**src/rtl/ssd_scan_driver.sv**
```systemverilog
// Time-multiplexed common-anode 7-seg driver with per-frame snapshot and guard interval.
// Latency: outputs registered, one cycle behind scan state; no backpressure (free-running scan).
// Optional leading-zero blanking when SSD_LZB_EN is defined.
module ssd_scan_driver #(
  parameter int DIGITS      = 4,
  parameter int REFRESH_DIV = 100000,
  parameter int GUARD       = 1
) (
  input  logic                  clk,
  input  logic                  rst_n,
  input  logic [4*DIGITS-1:0]   value,
  input  logic [DIGITS-1:0]     dp,
  input  logic [DIGITS-1:0]     digit_en,
  output logic [6:0]            seg,
  output logic                  dp_n,
  output logic [DIGITS-1:0]     an,
  output logic                  frame_done
);

  localparam int CW = $clog2(REFRESH_DIV);
  localparam int IW = (DIGITS > 1) ? $clog2(DIGITS) : 1;
  localparam logic [CW-1:0] CNT_MAX = CW'(REFRESH_DIV - 1);
  localparam logic [IW-1:0] IDX_MAX = IW'(DIGITS - 1);

  function automatic logic [6:0] hex7(input logic [3:0] nib);
    case (nib)
      4'h0: hex7 = 7'b0000001;
      4'h1: hex7 = 7'b1001111;
      4'h2: hex7 = 7'b0010010;
      4'h3: hex7 = 7'b0000110;
      4'h4: hex7 = 7'b1001100;
      4'h5: hex7 = 7'b0100100;
      4'h6: hex7 = 7'b0100000;
      4'h7: hex7 = 7'b0001111;
      4'h8: hex7 = 7'b0000000;
      4'h9: hex7 = 7'b0000100;
      4'hA: hex7 = 7'b0001000;
      4'hB: hex7 = 7'b1100000;
      4'hC: hex7 = 7'b0110001;
      4'hD: hex7 = 7'b1000010;
      4'hE: hex7 = 7'b0110000;
      default: hex7 = 7'b0111000;
    endcase
  endfunction

  logic [CW-1:0]       cnt;
  logic [IW-1:0]       idx;
  logic                primed;
  logic [4*DIGITS-1:0] snap_val;
  logic [DIGITS-1:0]   snap_dp;
  logic [DIGITS-1:0]   snap_en;

  logic              load;
  logic              past_guard;
  logic [DIGITS-1:0] blank;
  logic [DIGITS-1:0] cur_onehot;
  logic [3:0]        cur_nib;
  logic              cur_en;
  logic              cur_dp;
  logic              cur_blank;
  logic              lit;

  // First edge after reset primes the snapshot; afterwards only the frame wrap reloads it.
  assign load = !primed || (cnt == CNT_MAX && idx == IDX_MAX);

  generate
    if (GUARD == 0) begin : g_noguard
      assign past_guard = 1'b1;
    end else begin : g_guard
      assign past_guard = (cnt >= CW'(GUARD));
    end
  endgenerate

`ifdef SSD_LZB_EN
  logic zero_run;
  // Walk down from the top digit; any nonzero nibble or set dp ends the blanked run.
  always_comb begin
    blank    = '0;
    zero_run = 1'b1;
    for (int k = DIGITS - 1; k >= 1; k--) begin
      zero_run = zero_run && (snap_val[4*k +: 4] == 4'h0) && !snap_dp[k];
      blank[k] = zero_run;
    end
  end
`else
  assign blank = '0;
`endif

  always_comb begin
    cur_onehot = '0;
    cur_nib    = 4'h0;
    cur_en     = 1'b0;
    cur_dp     = 1'b0;
    cur_blank  = 1'b0;
    for (int k = 0; k < DIGITS; k++) begin
      if (idx == IW'(k)) begin
        cur_onehot[k] = 1'b1;
        cur_nib       = snap_val[4*k +: 4];
        cur_en        = snap_en[k];
        cur_dp        = snap_dp[k];
        cur_blank     = blank[k];
      end
    end
    lit = primed && past_guard && cur_en && !cur_blank;
  end

  always_ff @(posedge clk or negedge rst_n) begin
    if (!rst_n) begin
      cnt        <= '0;
      idx        <= '0;
      primed     <= 1'b0;
      snap_val   <= '0;
      snap_dp    <= '0;
      snap_en    <= '0;
      an         <= '1;
      seg        <= 7'b1111111;
      dp_n       <= 1'b1;
      frame_done <= 1'b0;
    end else begin
      primed     <= 1'b1;
      frame_done <= load;
      if (load) begin
        snap_val <= value;
        snap_dp  <= dp;
        snap_en  <= digit_en;
      end
      // Scan holds at slot 0 until the snapshot is primed.
      if (primed) begin
        if (cnt == CNT_MAX) begin
          cnt <= '0;
          idx <= (idx == IDX_MAX) ? '0 : idx + 1'b1;
        end else begin
          cnt <= cnt + 1'b1;
        end
      end
      an   <= lit ? ~cur_onehot : '1;
      seg  <= lit ? hex7(cur_nib) : 7'b1111111;
      dp_n <= lit ? ~cur_dp : 1'b1;
    end
  end

endmodule

```
**config.mk**
```make
export PLATFORM = sky130hd
export DESIGN_NAME = ssd_scan_driver
export DESIGN_NICKNAME = d
export VERILOG_FILES = /design/src/rtl/ssd_scan_driver.sv
export SDC_FILE = /design/constraint.sdc
export NUM_CORES = 1
export LEC_CHECK = 0
export CORE_UTILIZATION = 49
export CTS_CLUSTER_SIZE = 20
export DETAILED_ROUTE_END_ITERATION = 8
export GPL_TIMING_DRIVEN = 0
export PLACE_DENSITY_LB_ADDON = 0.1
export RECOVER_POWER = 100
export SLEW_MARGIN = 25
export SYNTH_ARGS = -nofsm -noshare
export SYNTH_HDL_FRONTEND = slang
export SYNTH_SLANG_ARGS = --single-unit
```
**constraint.sdc**
```tcl
create_clock -name clk -period 2.24 [get_ports clk]
set_input_delay 0.448 -clock clk [delete_from_list [all_inputs] [get_ports clk]]
set_output_delay 0.448 -clock clk [all_outputs]
set_load 0.02 [all_outputs]
```
==> results.toml <==
[layout]
fillCellCount = 473
ff_latch_area_mm2 = 0.001444
multi_input_area_mm2 = 0.001438
final_util_pct = 66.64
num-nets-final = 337
antennaDiodeCount = 0
layout-drive-gt1-share_pct = 27.63
syn2layout_area_growth_pct = 29.20

[placed_design]
io_buffers = 38
gp_congestion = 0.8306
dpl_worst_slack_ns = -0.3497
hpwl_mm = 3.876

[die]
dieWidth_um = 78.84
core_area_mm2 = 0.005608
start_util_pct = 51.58
design.die.area_mm2 = 0.006215
die_h_um = 78.84
pin_count = 39
core.rowCount = 27

[clock_network]
clkTransAtPathRegs_ns = 0.07
clock-sinks = 57
clk_latency_ns = 0.34
cts_tree = "yes"
htreeDepth = 3
clock-root-buffer = "clkbuf_8"
cts_buffers = 9
cts.path.max_buffers = 2

[power]
irDropWorstVdd_mv = 0.4341
cellPowerDensity_mw_per_mm2 = 719.9
finalPower_uw = 2691
comb_power_share_pct = 15.5
power_frac_clock_pct = 38.7
intPower_uw = 2007
seqPwrFrac_pct = 45.8
p_sw_share_pct = 25.41
switching_power_uw = 683.8
leakage_uw = 0.001562

[grt]
track_usage_pct = 20.54
overflow = 0
grt_pass1_wl_mm = 9.611
antenna_found_initial = 0
grt_max_degree = 41
grt_pass1_vias = 2004

[routing]
ant_nets = 0
routed_wl_mm = 5.557
avgViaCountPerCell = 5.330
drt_first_pass_iters = 4
vias = 2004
wl_per_cell_um = 14.78
drc = 0
drt_iter0_markers = 163

[timing]
fmax_mhz = 465.2
clock_skew_ns = 0.008056
maxSlewHeadroom_pct = 40.45
drv_slew = 0
min_period_over_period_pct = 95.97
rsz0062_at_grt = "yes"
fin_crit_ns = 2.150
setup_tns_ns = 0
whs_ns = 0.5109
max_slew.worst_pin.slew_ns = 0.8932
hold_viol = 0
setup_ws_ns = 0.09019
setup_viol = 0

[yosys]
synth_area_mm2 = 0.002893
yosys.area.top_type_share_pct = 38.93
yosysSeqAreaShare_pct = 49.83
syn_nets = 282
avgSynthCellArea_um2 = 11.86
ys.flop_type = "dfrtp_1"
synthCells = 244
synth-edff-count = 0
netlist_top_cells_area = "dfrtp_1 39%, dfstp_2 11%, mux2_4 9.9%"
yosysWarnings = 0
synth-async-reset-ratio_pct = 100.0
synth_largest_area_cell = "dfrtp_1"
ys_ff_latch = 57
synth_cell_types = 46

[setup_path]
path_class = "register to register"
crit_path_frequent_cell = "nor2_4"
cp_slowest_cell = "dfrtp_2"
crit_chain = "inv_1 > ha_2 > nor2_4 > o211a_1 > nor2_4 > inv_2 > ha_1 > o21ai_0 > a21oi_1 > o21ai_1"
critPathRequiredTime_ns = 2.50
critPathLaunchType = "register"
cp-end-kind = "register"
crit_fanout = 8
slowest_delay_ns = 0.46
arrival_ns = 2.41

[status]
status = "finished, final reports clean"

[worst_hold_path]
hp-class = "register to register"

[flow_run]
maxCapViolations = 0
==> per-layer routing <==
| layer | wire length [um] | global-route usage (%) | vias to the layer above |
|---|---|---|---|
| met1 | 2664 | 27.48 | 966 |
| met4 | 100 | 9.818 | 0 |
| li1 | - | - | 985 |
| met5 | 0 | 0 | - |
| met2 | 2618 | 31.74 | 44 |
| met3 | 173 | 4.483 | 9 |
==> power by group through the flow <==
stage	Sequential (uW)	Clock (uW)	Combinational (uW)
2_1_floorplan	1240	0	255
3_3_place_gp	1240	0	404
3_5_place_dp	1250	0	416
4_1_cts	1230	1060	423
5_1_grt	1250	1110	463
6_report	1230	1040	417
==> flip-flops by register name, summed over array words and instances, names as in the netlist <==
name,count
dp_n,1
primed,1
cnt,17
snap_val,16
an,4
idx,2
snap_dp,4
frame_done,1
snap_en,4
seg,7
==> Yosys cell counts, types with 3 or more instances <==
library cell / count
a21oi_1: 6
and3_1: 4
clkbuf_1: 6
dfrtp_1: 45
dfstp_2: 12
ha_1: 12
inv_1: 8
mux2_2: 8
mux2_4: 19
mux2i_1: 3
nand2_1: 23
nand2b_1: 4
nand3_1: 9
nand4_1: 5
nor2_1: 9
nor2b_1: 3
nor3_1: 3
nor3b_1: 3
nor4_1: 3
o211ai_1: 4
o21ai_0: 8
o221ai_1: 4
or3_1: 4
xnor2_1: 7
xor2_1: 4
==> critical path: cells and delay by family, from the launching register on <==
family / cells / cell delay [ns]
DFF: 1 / 0.46
adders and majority gates: 2 / 0.63
buffers and inverters: 2 / 0.22
AOI/OAI and AO/OA: 4 / 0.52
and+or+nand+nor: 2 / 0.25
==> timing repair <==
item	4_1_cts	5_1_grt
setup endpoints to repair	34	26
hold buffers	1	0
resized for setup	13	19
gates cloned	0	0
pin swaps	2	2
endpoints found under the hold margin	10	0
setup buffers	4	1
==> worst paths after layout <==
| kind | end | slack [ns] | cells after the start | startpoint |
|---|---|---|---|---|
| setup / recovery | seg[3] | 0.09 | 10 | idx[0] |
| hold / removal | snap_dp[3] | 0.51 | 1 | snap_dp[3] |
| hold reg to reg | snap_dp[3] | 0.51 | 1 | snap_dp[3] |
| setup reg to reg | seg[3] | 0.09 | 10 | idx[0] |
| max in group asynchronous | idx[1] | 0.34 | 3 | rst_n |
| min in group asynchronous | cnt[11] | 0.74 | 2 | rst_n |
==> stage by stage <==
step | std cells | area (um^2)
after floorplan | 244 | 2893
after global placement | 354 | 3363
after detailed placement | 355 | 3381
after CTS | 375 | 3680
after global routing | 376 | 3737
final | 376 | 3737
==> cell type report <==
class / count / area share, %
Buffer: 8 / 2.377
Clock buffer: 14 / 4.888
Clock inverter: 2 / 0.9374
Inverter: 8 / 0.8035
Multi-Input combinational cell: 170 / 38.47
Sequential cell: 57 / 38.63
Tap cell: 72 / 2.410
Timing Repair Buffer: 45 / 11.48
==> placed cells by master, fill, tap and decap left out, types with 3 or more instances in the layout <==
cell,count
and3_1,4
mux2_2,8
nand4_1,5
ha_1,8
nand2b_1,3
mux2_4,19
a21oi_1,6
mux2i_1,3
clkbuf_4,3
dlygate4sd3_1,14
nor3b_1,3
nor2b_1,3
nor2_1,7
xor2_1,4
clkbuf_1,3
ha_4,3
or3_1,4
clkbuf_8,14
dfrtp_1,43
xnor2_1,7
buf_4,5
o221ai_1,3
nand3_1,9
inv_1,6
o211ai_1,4
clkdlybuf4s50_1,24
dfstp_2,12
nor4_1,3
nand2_1,23
nor3_1,3
o21ai_0,7
==> kinds of logic (layout without fill, tap and decap cells) <==
logic type,Yosys count,in the layout,synth area share (%)
adder cells (fa/ha/maj),12,12,5.190
AO/OA/AOI/OAI,38,38,9.257
other,1,1,0.1296
buffers and inverters,17,77,3.590
XOR/XNOR,11,11,3.330
flip-flops,57,57,49.83
multiplexers,30,30,14.01
AND/OR/NAND/NOR,78,78,14.66
No activity file was read; power rests on OpenSTA's default activity.
